**config.mk**
```make
export PLATFORM = sky130hd
export DESIGN_NAME = text_ram_arbiter
export DESIGN_NICKNAME = d
export VERILOG_FILES = /design/src/rtl/text_ram_arbiter.sv
export SDC_FILE = /design/constraint.sdc
export NUM_CORES = 1
export LEC_CHECK = 0
export ABC_AREA = 0
export BUFFER_PORTS_ARGS = -buffer_cell sky130_fd_sc_hd__buf_2
export CAP_MARGIN = 20
export CORE_UTILIZATION = 58
export CTS_BUF_LIST = sky130_fd_sc_hd__clkbuf_16
export CTS_CLUSTER_DIAMETER = 80
export CTS_CLUSTER_SIZE = 14
export DETAILED_ROUTE_END_ITERATION = 8
export HOLD_SLACK_MARGIN = 0.02
export PLACE_DENSITY = 0.86
export SETUP_SLACK_MARGIN = 0.3
export SLEW_MARGIN = 20
export SYNTH_ARGS = -nofsm -noshare
export SYNTH_HDL_FRONTEND = slang
export SYNTH_SLANG_ARGS = --single-unit
```
**constraint.sdc**
```tcl
create_clock -name clk -period 3.55 [get_ports clk]
set_input_delay 0.71 -clock clk [delete_from_list [all_inputs] [get_ports clk]]
set_output_delay 0.71 -clock clk [all_outputs]
set_load 0.03 [all_outputs]
```
**src/rtl/text_ram_arbiter.sv**
```systemverilog
// rtl/text_ram_arbiter.sv - arbitrates keyboard and host writes into the text RAM
// Optional clear-screen sweep is built when TEXT_CLEAR_EN is defined.
module text_ram_arbiter #(
  parameter logic [10:0] TEXT_BASE = 11'd118,
  parameter logic [10:0] TEXT_LAST = 11'd2047,
  parameter logic [7:0]  BKSP_CODE = 8'h66
) (
  input  logic        clk,
  input  logic        rst_n,
  input  logic [7:0]  data,
  input  logic        valid,
  input  logic        released,
  input  logic        h_req,
  input  logic [10:0] h_addr,
  input  logic [7:0]  h_data,
  input  logic        clr,
  output logic [10:0] addr,
  output logic [7:0]  din,
  output logic        wen,
  output logic        h_ack,
  output logic [10:0] cursor,
  output logic        busy,
  output logic        kbd_ovf
);

  logic       slot_full;
  logic       slot_bksp;
  logic [7:0] slot_data;
  logic       rr_host;
  logic       arb_en;
  logic       grant_kbd;
  logic       grant_host;
  logic       press;
  logic       host_req;
  logic       sweep;
  logic       sweep_last;
  logic [10:0] clr_ptr;

  assign press    = valid && !released;
  // The host still holds h_req during its ack cycle; it must not win twice.
  assign host_req = h_req && !h_ack;

`ifdef TEXT_CLEAR_EN
  typedef enum logic [0:0] {S_IDLE, S_CLEAR} state_t;
  state_t state, state_nxt;

  always_ff @(posedge clk) begin
    if (!rst_n) state <= S_IDLE;
    else        state <= state_nxt;
  end

  always_comb begin
    state_nxt  = state;
    arb_en     = 1'b0;
    sweep      = 1'b0;
    sweep_last = 1'b0;
    case (state)
      S_IDLE: begin
        if (clr) state_nxt = S_CLEAR;
        else     arb_en    = 1'b1;
      end
      S_CLEAR: begin
        sweep = 1'b1;
        if (clr_ptr == TEXT_LAST) begin
          sweep_last = 1'b1;
          state_nxt  = S_IDLE;
        end
      end
      default: state_nxt = S_IDLE;
    endcase
  end

  always_ff @(posedge clk) begin
    if (!rst_n)     clr_ptr <= TEXT_BASE;
    else if (sweep) clr_ptr <= clr_ptr + 11'd1;
    else            clr_ptr <= TEXT_BASE;
  end
`else
  logic unused_clr;
  assign unused_clr = clr;
  assign arb_en     = 1'b1;
  assign sweep      = 1'b0;
  assign sweep_last = 1'b0;
  assign clr_ptr    = TEXT_BASE;
`endif

  always_comb begin
    grant_kbd  = 1'b0;
    grant_host = 1'b0;
    if (arb_en) begin
      if (slot_full && host_req) begin
        grant_host = rr_host;
        grant_kbd  = !rr_host;
      end else begin
        grant_kbd  = slot_full;
        grant_host = host_req;
      end
    end
  end

  always_ff @(posedge clk) begin
    if (!rst_n) begin
      addr      <= 11'd0;
      din       <= 8'd0;
      wen       <= 1'b0;
      h_ack     <= 1'b0;
      busy      <= 1'b0;
      kbd_ovf   <= 1'b0;
      cursor    <= TEXT_BASE;
      slot_full <= 1'b0;
      slot_bksp <= 1'b0;
      slot_data <= 8'd0;
      rr_host   <= 1'b0;
    end else begin
      wen     <= 1'b0;
      h_ack   <= 1'b0;
      kbd_ovf <= 1'b0;
      busy    <= sweep;

      // A press may refill the slot in the same cycle it is drained.
      if (press) begin
        if (!slot_full || grant_kbd) begin
          slot_full <= 1'b1;
          slot_bksp <= (data == BKSP_CODE);
          slot_data <= data;
        end else begin
          kbd_ovf <= 1'b1;
        end
      end else if (grant_kbd) begin
        slot_full <= 1'b0;
      end

      if (sweep) begin
        addr <= clr_ptr;
        din  <= 8'hFF;
        wen  <= 1'b1;
        if (sweep_last) cursor <= TEXT_BASE;
      end else if (grant_host) begin
        addr    <= h_addr;
        din     <= h_data;
        wen     <= 1'b1;
        h_ack   <= 1'b1;
        rr_host <= 1'b0;
      end else if (grant_kbd) begin
        wen     <= 1'b1;
        rr_host <= 1'b1;
        if (slot_bksp) begin
          din <= 8'hFF;
          if (cursor > TEXT_BASE) begin
            cursor <= cursor - 11'd1;
            addr   <= cursor - 11'd1;
          end else begin
            addr <= TEXT_BASE;
          end
        end else begin
          addr   <= cursor;
          din    <= slot_data;
          cursor <= (cursor >= TEXT_LAST) ? TEXT_BASE : cursor + 11'd1;
        end
      end
    end
  end

endmodule

```
Yosys cells after proc, flatten, opt, wreduce, memory -nomap -nowiden
Cells that the tools add are included.

storage, ports and cells
  register bits after elaboration = 44
  bits in latches = 0
  RAM bits = 0
  memory bits (read-only) = 0
  bits of input ports = 33
  output and inout bits = 34
  logic and storage cells = 53
  memories kept = 0

operators by class
  $add $sub $neg = 2
  multipliers = 0
  div/mod/pow operators = 0
  magnitude comparators = 2
  equality and inequality tests = 3
  shift-type cells = 0
  multiplexer cells = 19
  bitwise gates (word level) = 2
  reductions and logical operators = 15

operators by type and width
  operator                 count
  $mux W11                 7
  $mux W8                  3
  $add A11 B1 Y11 const B  1
  $ge A11 B11 Y1 const B   1
  $gt A11 B7 Y1 const B    1
  $sub A11 B1 Y11 const B  1
  $mux W1                  9
  $eq A8 B7 Y1 const B     1
  $reduce_and A2 Y1        3
  $logic_not A1 Y1         4
  $ne A2 B1 Y1 const B     2
  $reduce_bool A2 Y1       2
  $logic_and A1 B1 Y1      3
  $reduce_and A3 Y1        1
  $not A1 Y1               2
  $reduce_or A2 Y1         1
  $logic_or A1 B1 Y1       1

Depth between registers and ports, before layout
Gate-level depths: netlist of run 1.

  word-level depth = 7
  mapped depth = 9
  depth with buffers taken out = 7

Worst setup path after synthesis of run 1
No wires, ideal clock.

  path type = reg2reg
  from = register cursor[0]
  to = register cursor[6]
  library setup time = 0.062 ns
  arrival = 2.161 ns
  required time = 3.488 ns
  setup slack = 1.327 ns
  stages on the path, launching flop included = 9
  path buffers = 1
  period minus slack after synthesis = 2.223 ns
  path through = dfxtp_1 buf_2 inv_1 ha_1 nand4b_1 o211ai_2 o21ai_2 or4_1 nand3_1

between the ends
  word-level cells in the longest chain between the ends = 3
  elaborated cells on any way between the ends = 9
  classes of those cells = 2 x add/sub; 2 x order compare; 1 x eq/ne; 3 x mux; 1 x reduce/logical

RTL lines
  item                                                            RTL line  source
  start, declared                                                 21        output logic [10:0] cursor,
  start signal, assigned                                          150       cursor <= cursor - 11'd1;
  start signal, assigned                                          158       cursor <= (cursor >= TEXT_LAST) ? TEXT_BASE : cursor + 11'd1;
  $gt A11 B7 Y1 (tied with other cells)                           149       if (cursor > TEXT_BASE) begin
  $ne A2 B1 Y1 (no line) (tied with other cells)                  -
  $reduce_and A3 Y1 (no line) / $mux W11 (equally long branches)  -

Parallel ways exist; a longest one is shown, timed or not. The select of a mux whose other input is x is not followed.
A chain may end at the register's enable or synchronous reset.

Final worst setup path of run 1
Ends and elaborated chain as after synthesis.

==> results of run 1 <==
[per-stage QoR]
step | hold slack (ps) | std cells | util [%] | worst slack [ps]
finish | 459 | 422 | 71.1 | 1080
global route | 477 | 422 | 71.1 | 914
CTS | 461 | 422 | 71.1 | 1120
detailed placement | 453 | 414 | 67.4 | 1080
global placement | 449 | 414 | 67.4 | 1130
floorplan | 479 | 322 | - | 1330
[placed cells by master (no fill, tap or decap), drive strengths merged, types with 4 or more instances in the layout]
cell type  Yosys  final
and3           4      4
o21ai         24     24
or3           10     10
mux2i         13     13
nor2b         14     14
o211ai        11     11
a41oi          4      4
nand2         28     28
inv            7      8
o21a           4      4
clkbuf        10      5
a21oi         18     18
nor2          14     14
nor3          10     10
buf           19     69
dfxtp         44     44
a31oi          5      5
a21boi        11     11
nand3         15     15
nor4           4      4
[worst reg2reg max path: cells and delay by family (launching register included)]
kind / cells / cell delay (ps)
buf+inv: 1 / 150
compound gates: 2 / 680
fa+ha+maj: 1 / 210
flops: 1 / 540
simple gates: 3 / 850
[area by class of cell]
type                       instances  area (um^2)
sequential                        44          881
inverter                           7         26.3
clock buffer                       5          125
fill                             370         1280
multi-input combinational        242         1640
timing repair buffer              69          358
clock inverter                     3         38.8
tap                               52         65.1
[cells by family after synthesis]
group	Yosys count
AO/OA/AOI/OAI	100
other	1
buffers and inverters	36
adder cells (fa/ha/maj)	3
flip-flops	44
multiplexers	13
AND/OR/NAND/NOR	122
XOR/XNOR	3
[power groups by stage]
stage / logic, uW / clock network [uW] / registers, uW
floorplan: 101 / 0 / 580
global placement: 191 / 0 / 544
detailed placement: 195 / 0 / 545
CTS: 196 / 520 / 534
global route: 214 / 540 / 538
finish: 197 / 520 / 535
[worst max path at each step]
stage	startpoint	endpoint	slack, ps	cells after the start
after floorplan	cursor[0]$_SDFFE_PN0P_	cursor[6]$_SDFFE_PN1P_	1330	8
after global placement	h_req	addr[7]$_SDFFE_PN0P_	1130	7
after detailed placement	h_req	addr[7]$_SDFFE_PN0P_	1080	7
after CTS	cursor[0]$_SDFFE_PN0P_	cursor[6]$_SDFFE_PN1P_	1120	7
after global routing	cursor[0]$_SDFFE_PN0P_	cursor[6]$_SDFFE_PN1P_	910	7
final	cursor[0]$_SDFFE_PN0P_	cursor[6]$_SDFFE_PN1P_	1080	7
[metal layers]
layer,vias to the layer above,track usage (%)
met2,138,47.6
met4,0,12.0
met1,1264,35.9
met3,16,5.34
li1,1284,-
met5,-,0
[flip-flops by register name (all words and copies together) (netlist names)]
register and flops:
cursor 11, h_ack 1, din 8, slot_full 1, addr 11, wen 1, slot_bksp 1, rr_host 1
kbd_ovf 1, slot_data 8
[cells in the mapped netlist, types with 3 or more instances]
cell | n | area (um^2)
clkbuf_1 | 10 | 37.5
a21oi_1 | 18 | 90.1
nor3_1 | 8 | 40.0
a31oi_1 | 5 | 31.3
nor2b_1 | 13 | 81.3
dfxtp_1 | 44 | 881
nand4_1 | 3 | 18.8
and2_1 | 3 | 18.8
inv_1 | 7 | 26.3
a41oi_1 | 3 | 26.3
a21boi_0 | 9 | 67.6
a221oi_1 | 3 | 26.3
mux2i_1 | 13 | 130
nand2_1 | 27 | 101
nor2_1 | 12 | 45.0
o21a_1 | 4 | 30.0
buf_4 | 6 | 45.0
nand3_1 | 15 | 75.1
ha_1 | 3 | 37.5
or3_1 | 9 | 56.3
buf_2 | 11 | 55.1
o211ai_1 | 10 | 75.1
o21ai_0 | 23 | 115
==> results.py, run 1 <==
metrics = {
    "floorplanning": {
        "die_h_um": 70.4,
        "coreArea_um2": 4410,
        "rows": 24,
        "start_util_pct": 61.4,
        "pin_count": 67,
        "die-area_um2": 4950,
        "die_w_um": 70.4,
    },
    "power": {
        "p_clk_share_pct": 41.6,
        "switchingPower_uw": 331,
        "finalPower_uw": 1250,
        "leakagePower_uw": 0.00133,
        "pwr-share-seq_pct": 42.7,
        "cellPowerDensity_nw_per_um2": 399,
        "p_sw_share_pct": 26.5,
        "ir_worst_vdd_mv": 0.251,
        "power_frac_comb_pct": 15.7,
        "p_int_uw": 920,
    },
    "setup_path": {
        "reg2reg_slack_ps": 1080,
        "cpMaxStageDelayCell": "or4_1",
        "worstPathMaxFanout": 15,
        "rr_startpoint": "cursor[0]$_SDFFE_PN0P_",
        "worstPathCellList": "inv_1 > ha_1 > nand4b_1 > o211ai_2 > o21ai_2 > or4_1 > nand3_1",
        "crit_path_end_kind": "flip-flop",
        "worstRegToRegCells": 7,
        "worstSetupPathType": "reg -> reg",
        "path_buf_inv": 1,
        "crit_arrival_ps": 2700,
        "startpoint_type": "flip-flop",
        "r2r-end": "cursor[6]$_SDFFE_PN1P_",
        "max_stage_delay_ps": 550,
        "required_ps": 3780,
        "cpLargestDelayFamily": "simple AND/OR/NAND/NOR gates",
    },
    "global_routing": {
        "grt_pass1_wl_um": 11500,
        "groute.usage.overall_pct": 28.6,
        "grt.overflow.total": 0,
        "grt_pass1_vias": 2570,
        "grt_start_max_net_pins": 35,
        "antenna_found_initial": 0,
    },
    "timing": {
        "hold_viol_final": 0,
        "finalSetupTns_ps": 0,
        "finalSetupViolCount": 0,
        "skew_ps": 5.02,
        "layout_min_cycle_time_ps": 2470,
        "fmax_mhz": 404,
        "slew_headroom_pct": 57.1,
        "max_slew.worst_pin.slew_ps": 643,
        "finalCritPeriodShare_pct": 69.6,
        "final_max_slew_viol_count": 0,
        "rsz0062_at_grt": "no",
    },
    "synthesis": {
        "synth_cell_types": 71,
        "synth_xor_area_share_pct": 0.969,
        "ys_ff_latch": 44,
        "ys_warn_count": 0,
        "syn_area_per_cell_um2": 8.42,
        "synth-simple-area-share_pct": 27.5,
        "synth_ff_type": "dfxtp_1",
        "seq_area_frac_synth_pct": 32.5,
        "netlist_area_um2": 2710,
        "syn_nets": 358,
        "netlist_instances": 322,
        "synth_edf_count": 0,
        "synth_compound_area_share_pct": 25.8,
        "synth_top_family_by_area": "simple AND/OR/NAND/NOR gates",
        "synthMuxAreaShare_pct": 4.80,
        "ys_async_sr_fraction_pct": 0,
        "synth-adder-area-share_pct": 1.38,
    },
    "drt": {
        "dr_wl_met2_um": 3270,
        "antenna_left": 0,
        "route.detailed.wl_per_inst_um": 16.2,
        "drt_pre_antenna_iters": 5,
        "vias": 2702,
        "dr.first_iter.drc_count": 302,
        "wl_met1_um": 2870,
        "drc": 0,
        "via_per_inst": 6.40,
        "wl_met3_um": 550,
        "finalWirelength_um": 6840,
        "top_layer": "met4",
    },
    "job": {
        "maxCapViolCount": 0,
    },
    "cts": {
        "postCtsHoldBufs": 0,
        "clock-sinks": 44,
        "cts-resized-gates": 0,
        "htreeDepth": 2,
        "post_cts.repair.setup_buffers": 0,
        "insertion_delay_ps": 280,
        "clk_pin_slew_ps": 60,
        "ctsLongestPathBuffers": 2,
        "cts_root_buf": "clkbuf_16",
        "cts_buffers": 5,
        "cts_tree": "yes",
    },
    "worst_hold_path": {
        "hp-start": "din[1]$_SDFFE_PN0P_",
        "hold-path-cell-count": 2,
        "holdPathEnd": "din[1]$_SDFFE_PN0P_",
        "hp-class": "reg -> reg",
    },
    "cells_and_area": {
        "num_antenna_cells": 0,
        "drive_gt1_share_pct": 26.8,
        "nets": 405,
        "synthToLayoutAreaGrowth_pct": 15.7,
        "final_cell_area_um2": 3140,
    },
    "placed_design": {
        "hpwl_um": 4800,
        "gp_congestion": 0.866,
        "port_buffers": 64,
        "placedInstanceArea_um2": 2970,
    },
    "status": {
        "outcome": "finished, final reports clean",
    },
}
Note: power is estimated with default switching activity, not from simulation.
==> inputs of run 2 (changes only) <==
Settings changed: CORE_UTILIZATION 58 to 54, PLACE_DENSITY 0.86 to 0.81.
Clock period 3.55 ns to 2.5 ns, I/O delays scaled along.
==> run 2 against run 1 <==
  * Critical path depth unchanged
  * Via count shrank 4.3%
  * Design area is 1.4% higher
  * Worst setup slack worse by 670 ps
  * Critical path type unchanged
  * Largest cell class unchanged
==> results.py, run 2 (synthesis results as in run 1) <==
metrics = {
    "setup_path": {
        "worstRegToRegCells": 7,
        "path_buf_inv": 1,
        "worstSetupPathType": "reg -> reg",
        "crit_arrival_ps": 2280,
        "cpLargestDelayFamily": "compound AO/OA/AOI/OAI gates",
        "cpMaxStageDelayCell": "dfxtp_2",
        "max_stage_delay_ps": 440,
        "r2r-end": "addr[5]$_SDFFE_PN0P_",
        "reg2reg_slack_ps": 410,
        "crit_path_end_kind": "flip-flop",
        "critPathMostFrequentCell": "a21oi_1",
        "worstPathMaxFanout": 11,
        "worstPathCellList": "inv_1 > ha_1 > nand4b_1 > o211a_1 > a21oi_1 > a21oi_1 > a31o_2",
        "required_ps": 2680,
        "startpoint_type": "flip-flop",
        "rr_startpoint": "cursor[0]$_SDFFE_PN0P_",
    },
    "timing": {
        "slew_headroom_pct": 58.1,
        "finalSetupViolCount": 0,
        "max_slew.worst_pin.slew_ps": 628,
        "finalCritPeriodShare_pct": 83.6,
        "final_max_slew_viol_count": 0,
        "fmax_mhz": 478,
        "rsz0062_at_grt": "no",
        "finalSetupTns_ps": 0,
        "hold_viol_final": 0,
        "layout_min_cycle_time_ps": 2090,
        "skew_ps": 3.64,
        "setup_slack_ps": 410,
    },
    "power": {
        "switchingPower_uw": 486,
        "power_frac_comb_pct": 16.7,
        "cellPowerDensity_nw_per_um2": 533,
        "p_sw_share_pct": 28.6,
        "pwr-share-seq_pct": 44.7,
        "p_int_uw": 1210,
        "ir_worst_vdd_mv": 0.387,
        "p_clk_share_pct": 38.6,
        "leakagePower_uw": 0.00133,
    },
    "cts": {
        "insertion_delay_ps": 290,
        "cts_root_buf": "clkbuf_16",
        "postCtsHoldBufs": 0,
        "cts_tree": "yes",
        "clock-sinks": 44,
        "ctsLongestPathBuffers": 2,
        "cts_buffers": 5,
        "htreeDepth": 2,
        "clk_pin_slew_ps": 60,
    },
    "cells_and_area": {
        "multi_input_area_um2": 1650,
        "fin_util_pct": 66.5,
        "drive_gt1_share_pct": 28.6,
        "mostFrequentLayoutCell": "buf_2",
        "n_fill_cell": 416,
        "mostFrequentLayoutCells": "buf_2 (64), dfxtp_1 (41), nand2_1 (27)",
        "reg_top3": "addr (11), cursor (11)",
        "synthToLayoutAreaGrowth_pct": 17.3,
        "num_antenna_cells": 0,
        "nets": 409,
        "seq_area_um2": 885,
    },
    "floorplanning": {
        "die_h_um": 72.9,
        "pin_count": 67,
        "die_w_um": 72.9,
        "coreArea_um2": 4790,
        "start_util_pct": 56.7,
        "die-area_um2": 5310,
        "rows": 25,
    },
    "global_routing": {
        "grt_use_met1_pct": 35.2,
        "grt_most_used_layer": "met2",
        "grt.overflow.total": 0,
        "grt_pass1_vias": 2388,
        "groute.usage.overall_pct": 27.4,
        "grt_pass1_wl_um": 11300,
        "grtUsageMet3_pct": 5.66,
        "antenna_found_initial": 0,
        "grt_start_max_net_pins": 36,
        "use_met2_pct": 45.2,
    },
    "drt": {
        "antenna_left": 0,
        "route.detailed.wl_per_inst_um": 15.2,
        "finalWirelength_um": 6680,
        "dr.first_iter.drc_count": 139,
        "via_per_inst": 5.87,
        "vias": 2587,
        "drc": 0,
        "drt_pre_antenna_iters": 4,
    },
    "worst_hold_path": {
        "holdPathEnd": "din[0]$_SDFFE_PN0P_",
        "hp-start": "din[0]$_SDFFE_PN0P_",
        "hp-class": "reg -> reg",
        "hold-path-cell-count": 2,
    },
    "placed_design": {
        "dp_slack_ps": 403,
        "hpwl_um": 4770,
        "port_buffers": 64,
        "gp_congestion": 0.897,
    },
    "job": {
        "maxCapViolCount": 0,
    },
    "status": {
        "outcome": "finished, final reports clean",
    },
}
## run 2: repair_timing
action	in CTS	in global routing
resized for setup	0	4
setup buffers	0	0
setup endpoints to repair	0	3
hold endpoints to repair	0	0
## run 2: per-stage QoR
step                instance area, um^2  hold slack [ps]  power [uW]  std cells
global route                       3180              485        1760        441
global placement                   3020              448        1050        433
CTS                                3170              462        1710        441
floorplan                          2710              479         968        322
finish                             3180              459        1700        441
detailed placement                 3020              453        1060        433
## run 2: worst max path at each step
| stage | from | end | cells past startpoint |
|---|---|---|---|
| after global placement | h_req | cursor[6]$_SDFFE_PN1P_ | 6 |
| final | cursor[0]$_SDFFE_PN0P_ | addr[5]$_SDFFE_PN0P_ | 7 |
| after global routing | cursor[0]$_SDFFE_PN0P_ | cursor[6]$_SDFFE_PN1P_ | 7 |
| after detailed placement | cursor[0]$_SDFFE_PN0P_ | cursor[4]$_SDFFE_PN1P_ | 7 |
| after floorplan | cursor[0]$_SDFFE_PN0P_ | cursor[6]$_SDFFE_PN1P_ | 8 |
| after CTS | cursor[0]$_SDFFE_PN0P_ | cursor[4]$_SDFFE_PN1P_ | 7 |
## run 2: power by group through the flow
stage | combinational (uW) | sequential, uW | clock (uW)
detailed placement | 282 | 773 | 0
finish | 283 | 759 | 654
global placement | 278 | 773 | 0
global route | 310 | 763 | 687
floorplan | 144 | 824 | 0
CTS | 283 | 759 | 665
## run 2: cell type report
class | instances | share of cell area (%)
Clock buffer | 5 | 3.93
Clock inverter | 3 | 0.590
Inverter | 7 | 0.826
Multi-Input combinational cell | 242 | 52.0
Sequential cell | 44 | 27.8
Tap cell | 67 | 2.64
Timing Repair Buffer | 73 | 12.2
## run 2: metal layers
metal,share of wire [%],vias to the layer above
met5,0,-
met4,2.1,0
met3,6.3,15
met2,47,84
met1,44,1196
li1,-,1292
## run 2: worst min-delay path, stage by stage, from the launching register on
cell and delay [ps]:
dfxtp_1 310, nand2_1 50, a21boi_0 60
